[config.mk]
export PLATFORM = sky130hd
export DESIGN_NAME = tdm_frame_tx
export DESIGN_NICKNAME = d
export VERILOG_FILES = /design/src/rtl/tdm_frame_tx_pkg.sv /design/src/rtl/tdm_c4_gen.sv /design/src/rtl/tdm_frame_tx.sv
export SDC_FILE = /design/constraint.sdc
export NUM_CORES = 1
export LEC_CHECK = 0
export ABC_AREA = 0
export BUFFER_PORTS_ARGS = -buffer_cell sky130_fd_sc_hd__buf_4
export CAP_MARGIN = 10
export CORE_ASPECT_RATIO = 1.75
export CORE_MARGIN = 1
export CORE_UTILIZATION = 50
export CTS_CLUSTER_SIZE = 24
export DETAILED_ROUTE_END_ITERATION = 8
export GPL_TIMING_DRIVEN = 0
export PLACE_DENSITY = 0.7
export SLEW_MARGIN = 20
export SYNTH_ARGS = -nofsm -noshare
export SYNTH_HDL_FRONTEND = slang
export SYNTH_SLANG_ARGS = --single-unit
[constraint.sdc]
create_clock -name clk50 -period 6.6 [get_ports clk50]
set_input_delay 0.33 -clock clk50 [delete_from_list [all_inputs] [get_ports clk50]]
set_output_delay 0.33 -clock clk50 [all_outputs]
set_load 0.05 [all_outputs]
[src/rtl/tdm_frame_tx_pkg.sv]
`default_nettype none
// ============================================================================
//  Module      : tdm_frame_tx_pkg
//  Description : Shared TDM frame constants and frame-counter helper.
//  Revision    : 1.0 - initial release
// ============================================================================
package tdm_frame_tx_pkg;

    localparam int TDM_CLK_DIV          = 6;
    localparam int TDM_BITS_PER_FRAME   = 32;
    localparam int TDM_FRAME_SLOTS      = 2 * TDM_BITS_PER_FRAME + 1;
    localparam int TDM_FRAMES_PER_SUPER = 16;
    localparam int TDM_SLOT_W           = 7;
    localparam logic [TDM_BITS_PER_FRAME-1:0] TDM_IDLE_WORD = 32'hFFFF_FFFF;

    // Wraps at the superframe length rather than at the counter width.
    function automatic logic [3:0] tdm_next_frame(input logic [3:0] idx, input int frames);
        return (int'(idx) == frames - 1) ? 4'd0 : idx + 4'd1;
    endfunction

endpackage
`default_nettype wire

[src/rtl/tdm_c4_gen.sv]
`default_nettype none
// ============================================================================
//  Module      : tdm_c4_gen
//  Description : clk50 divider producing c4 and its rise/fall event strobes.
//  Revision    : 1.0 - initial release
// ============================================================================
module tdm_c4_gen
    import tdm_frame_tx_pkg::*;
#(
    parameter int CLK_DIV = TDM_CLK_DIV
) (
    input  logic clk50,
    input  logic reset,
    input  logic enable,
    output logic c4,
    output logic rise_evt,
    output logic fall_evt
);

    localparam int CNT_W = (CLK_DIV > 1) ? $clog2(CLK_DIV) : 1;
    localparam logic [CNT_W-1:0] TERM = CNT_W'(CLK_DIV - 1);

    logic [CNT_W-1:0] div_cnt;
    logic             term;

    // Strobes are combinational so the consumer registers update on the same edge as c4.
    assign term     = enable && (div_cnt == TERM);
    assign rise_evt = term && !c4;
    assign fall_evt = term && c4;

    always_ff @(posedge clk50) begin
        if (reset || !enable) begin
            div_cnt <= '0;
            c4      <= 1'b0;
        end else if (div_cnt == TERM) begin
            div_cnt <= '0;
            c4      <= ~c4;
        end else begin
            div_cnt <= div_cnt + 1'b1;
        end
    end

endmodule
`default_nettype wire

[src/rtl/tdm_frame_tx.sv]
`default_nettype none
// ============================================================================
//  Module      : tdm_frame_tx
//  Description : TDM timing master; serialises one host word per frame, LSB first.
//  Revision    : 1.0 - initial release
// ============================================================================
module tdm_frame_tx
    import tdm_frame_tx_pkg::*;
#(
    parameter int CLK_DIV          = TDM_CLK_DIV,
    parameter int BITS_PER_FRAME   = TDM_BITS_PER_FRAME,
    parameter int FRAMES_PER_SUPER = TDM_FRAMES_PER_SUPER,
    parameter logic [BITS_PER_FRAME-1:0] IDLE_WORD = TDM_IDLE_WORD
) (
    input  logic                      clk50,
    input  logic                      reset,
    input  logic                      enable,
    input  logic [BITS_PER_FRAME-1:0] word_in,
    input  logic                      word_valid,
    output logic                      word_ready,
    output logic                      c4,
    output logic                      f0,
    output logic                      data_to_dt,
    output logic [3:0]                frame_index,
    output logic                      super_pulse,
    output logic                      underrun
);

    localparam int FRAME_SLOTS = 2 * BITS_PER_FRAME + 1;
    localparam int BIDX_W      = $clog2(BITS_PER_FRAME);
    localparam logic [TDM_SLOT_W-1:0] LAST_SLOT = TDM_SLOT_W'(FRAME_SLOTS - 1);

    logic                      rise_evt;
    logic                      fall_evt;
    logic [TDM_SLOT_W-1:0]     slot;
    logic [TDM_SLOT_W-1:0]     slot_nxt;
    logic [BIDX_W-1:0]         bit_pos;
    logic [BITS_PER_FRAME-1:0] shadow;
    logic [BITS_PER_FRAME-1:0] shift;
    logic                      shadow_full;
    logic                      accept;
    logic                      load;
    logic [3:0]                frame_nxt;

    tdm_c4_gen #(
        .CLK_DIV (CLK_DIV)
    ) u_c4_gen (
        .clk50    (clk50),
        .reset    (reset),
        .enable   (enable),
        .c4       (c4),
        .rise_evt (rise_evt),
        .fall_evt (fall_evt)
    );

    assign word_ready = !shadow_full;
    assign accept     = word_valid && !shadow_full;
    assign slot_nxt   = (slot == LAST_SLOT) ? '0 : slot + 1'b1;
    assign load       = fall_evt && (slot == LAST_SLOT);
    assign bit_pos    = BIDX_W'((slot_nxt - 1'b1) >> 1);
    assign frame_nxt  = tdm_next_frame(frame_index, FRAMES_PER_SUPER);

    // The load uses the shadow state from before this cycle's accept, so a word
    // arriving on the load edge waits for the following frame.
    always_ff @(posedge clk50) begin
        if (reset) begin
            shadow_full <= 1'b0;
            shadow      <= '0;
            shift       <= IDLE_WORD;
        end else begin
            if (load) begin
                shift <= shadow_full ? shadow : IDLE_WORD;
            end
            if (load && shadow_full) begin
                shadow_full <= 1'b0;
            end else if (accept) begin
                shadow_full <= 1'b1;
                shadow      <= word_in;
            end
        end
    end

    always_ff @(posedge clk50) begin
        if (reset || !enable) begin
            slot        <= LAST_SLOT;
            f0          <= 1'b1;
            data_to_dt  <= 1'b1;
            frame_index <= 4'd0;
            super_pulse <= 1'b0;
            underrun    <= 1'b0;
        end else begin
            super_pulse <= 1'b0;
            underrun    <= 1'b0;
            if (fall_evt) begin
                slot <= slot_nxt;
                if (slot_nxt == '0) begin
                    f0          <= 1'b0;
                    data_to_dt  <= 1'b1;
                    underrun    <= !shadow_full;
                    frame_index <= frame_nxt;
                    super_pulse <= (frame_nxt == 4'd0);
                end else begin
                    f0 <= 1'b1;
                    // Odd slots start a new bit; even slots hold it for a second c4 period.
                    if (slot_nxt[0]) begin
                        data_to_dt <= shift[bit_pos];
                    end
                end
            end
        end
    end

    a_evt_exclusive : assert property (@(posedge clk50) disable iff (reset) !(rise_evt && fall_evt));

endmodule
`default_nettype wire
==> impl_metrics.env <==
export IMPL_outcome="finished, final reports clean"
export IMPL_power_leakage_nw=1.90
export IMPL_grt_use_met1=0.239
export IMPL_wire_per_inst_um=13.5
export IMPL_grt_usage=0.227
export IMPL_worst_pin_slew_ps=512
export IMPL_io_pins=46
export IMPL_final_max_slew_viol_count=0
export IMPL_ys_warnings_count=0
export IMPL_vias_per_cell=5.37
export IMPL_tns_ps=0
export IMPL_synth_edff_count=0
export IMPL_synth_cell_types=51
export IMPL_cts_tree="yes"
export IMPL_start_kind="register"
export IMPL_utilization=0.627
export IMPL_end_kind="register"
export IMPL_core_sq_um=7280
export IMPL_grt_pass1_vias=3158
export IMPL_cts_buffers=9
export IMPL_post_route_min_period_ps=3260
export IMPL_period_share=0.494
export IMPL_dp_hpwl_um=6210
export IMPL_core_rowCount=41
export IMPL_path_clk_slew_ps=60
export IMPL_worstPathArrival_ps=3460
export IMPL_post_cts_resized=0
export IMPL_nets=547
export IMPL_seq_area_frac_synth=0.442
export IMPL_post_cts_buffers=0
export IMPL_cts_root_buf="clkbuf_16"
export IMPL_drt_wl_total_um=8060
export IMPL_n_antenna_cell=0
export IMPL_critical_path_max_fanout=10
export IMPL_drive_gt1_frac=0.151
export IMPL_rsz0062_at_grt="no"
export IMPL_clk_latency_ps=330
export IMPL_drt_iter0_drc=101
export IMPL_areaGrowthSynthToFinish_pct=20.0
export IMPL_cts_path_max_buffers=2
export IMPL_powerDensity_nw_per_um2=245
export IMPL_syn_avg_cell_area_sq_um=8.47
export IMPL_globalplace_congestion=0.857
export IMPL_grt_pass1_wl_um=13600
export IMPL_initial_utilization=0.522
export IMPL_finalSetupViolCount=0
export IMPL_worst_ep_required_time_ps=6800
export IMPL_die_area_sq_um=7980
export IMPL_hold_path_class="in2reg"
export IMPL_finalClockSkew_ps=5.51
export IMPL_io_buffers=45
export IMPL_max_cap_violations=0
export IMPL_slew_headroom=0.659
export IMPL_die_x_um=67.9
export IMPL_top_usage_layer="met2"
export IMPL_hold_violations=0
export IMPL_syn_instance_count=449
export IMPL_drc_errors=0
export IMPL_fmax_ghz=0.307
export IMPL_syn_cell_area_sq_um=3800
export IMPL_grt_start_max_net_pins=14
export IMPL_grt_overflow=0
export IMPL_synth_async_sr_flop_share=0
export IMPL_synth_nets=491
export IMPL_hold_buffers=0
export IMPL_dr_pass1_iters=4
export IMPL_ys_flop_type="dfxtp_1"
export IMPL_p_total_mw=1.12
export IMPL_clock_sinks=84
export IMPL_crit_type="reg2reg"
export IMPL_use_met3=0.0496
export IMPL_antenna_found_initial=0
export IMPL_h_tree_depth=3
export IMPL_vias=3193
export IMPL_final_antenna_net_count=0
export IMPL_synth_seq_cells=84
export IMPL_die_y_um=117
export IMPL_vdd_drop_max_mv=0.209
export IMPL_grtUsageMet2=0.396
[power breakdown]
group	internal, mW	switching (mW)	leakage [nW]	total, mW
registers	0.520	0.00728	0.684	0.527
logic	0.0287	0.0360	1.06	0.0646
clock network	0.339	0.189	0.156	0.529
total	0.888	0.233	1.90	1.12
[metal layers]
layer,vias to the layer above,part of all wire
met2,55,0.54
met4,0,0.036
li1,1656,-
met3,19,0.028
met1,1463,0.39
met5,-,0
[registers in the layout, summed over array words and instances, names as in the netlist]
signal and count:
data_to_dt 1, f0 1, frame_index 4, shadow 32, shadow_full 1, shift 32, slot 7, super_pulse 1
u_c4_gen.c4 1, u_c4_gen.div_cnt 3, underrun 1
[path summary, 6_finish.rpt]
| path | cells after the start | startpoint | to | slack (ps) |
|---|---|---|---|---|
| worst max-delay path | 12 | slot[0] | data_to_dt | 3340 |
| worst min-delay path | 3 | word_in[27] | shadow[27] | 240 |
| worst max register to register | 12 | slot[0] | data_to_dt | 3340 |
| worst min register to register | 1 | u_c4_gen.div_cnt[0] | u_c4_gen.div_cnt[0] | 450 |
[area by class of cell]
class	instances	area, sq um
flip-flops and latches	84	1680
inverters	8	30.0
multi-input cells	324	1950
fillers	678	2720
clock inverters	4	73.8
repair buffers	45	338
plain buffers	33	143
well taps	86	108
clock buffers	11	243
[cell families (layout without fill, tap and decap cells)]
group / count (synthesis) / in the layout / synth area share
compound gates: 101 / 101 / 0.171
xor+xnor: 9 / 9 / 0.0257
fa+ha+maj: 6 / 6 / 0.0197
buf+inv: 41 / 101 / 0.0454
flops: 84 / 84 / 0.442
mux: 13 / 13 / 0.0691
simple gates: 195 / 195 / 0.227
[synthesized netlist by cell type (2+ instances only)]
cell type,n,share of area
and3_1,2,0.0033
o21bai_1,32,0.063
o31ai_1,2,0.0039
nand3_1,6,0.0079
nand2b_1,3,0.0049
ha_1,6,0.020
xnor2_1,3,0.0069
dfxtp_1,84,0.44
buf_1,3,0.0030
xor2_1,5,0.012
o21ai_1,2,0.0026
nor2_1,50,0.049
o21ai_0,7,0.0092
mux4_1,7,0.048
mux2i_1,3,0.0079
buf_2,5,0.0066
nor2b_1,3,0.0049
a211o_1,4,0.0092
a211oi_1,2,0.0039
nand2_1,78,0.077
inv_1,7,0.0069
nor3_1,38,0.050
or3_1,4,0.0066
a21oi_1,44,0.058
clkbuf_1,22,0.022
and3b_1,2,0.0046
[layout by cell type, fill, tap and decap left out, types with 3 or more instances in the layout]
master / n
nand2_1: 78
nor3_1: 38
ha_1: 6
o21bai_1: 32
nor2_1: 50
buf_2: 5
o21ai_0: 7
buf_1: 3
or3_1: 4
a21oi_1: 44
a211o_1: 4
mux4_1: 7
nand3_1: 6
dfxtp_1: 84
inv_1: 7
mux2i_1: 3
clkbuf_16: 9
nand2b_1: 3
nor2b_1: 3
buf_4: 46
clkbuf_1: 23
xor2_1: 5
xnor2_1: 3
[through the flow]
| stage | setup slack, ps | hold WS (ps) | std cells | instance area [sq um] |
|---|---|---|---|---|
| floorplan | 3690 | 421 | 449 | 3800 |
| global placement | 3440 | 432 | 580 | 4250 |
| detailed placement | 3340 | 443 | 580 | 4250 |
| CTS | 3330 | 236 | 595 | 4570 |
| global route | 3160 | 240 | 595 | 4570 |
| finish | 3340 | 243 | 595 | 4570 |
[critical path, cell delays in order, from the launching register on]
cell	delay [ps]
dfxtp_1	330
buf_2	200
inv_1	80
ha_1	200
and4bb_4	210
nand2_1	120
nand2_1	110
ha_1	280
clkbuf_2	260
mux4_1	590
and2b_2	210
a2111oi_0	390
o31ai_1	140
Power figures use the tool's default switching activity.
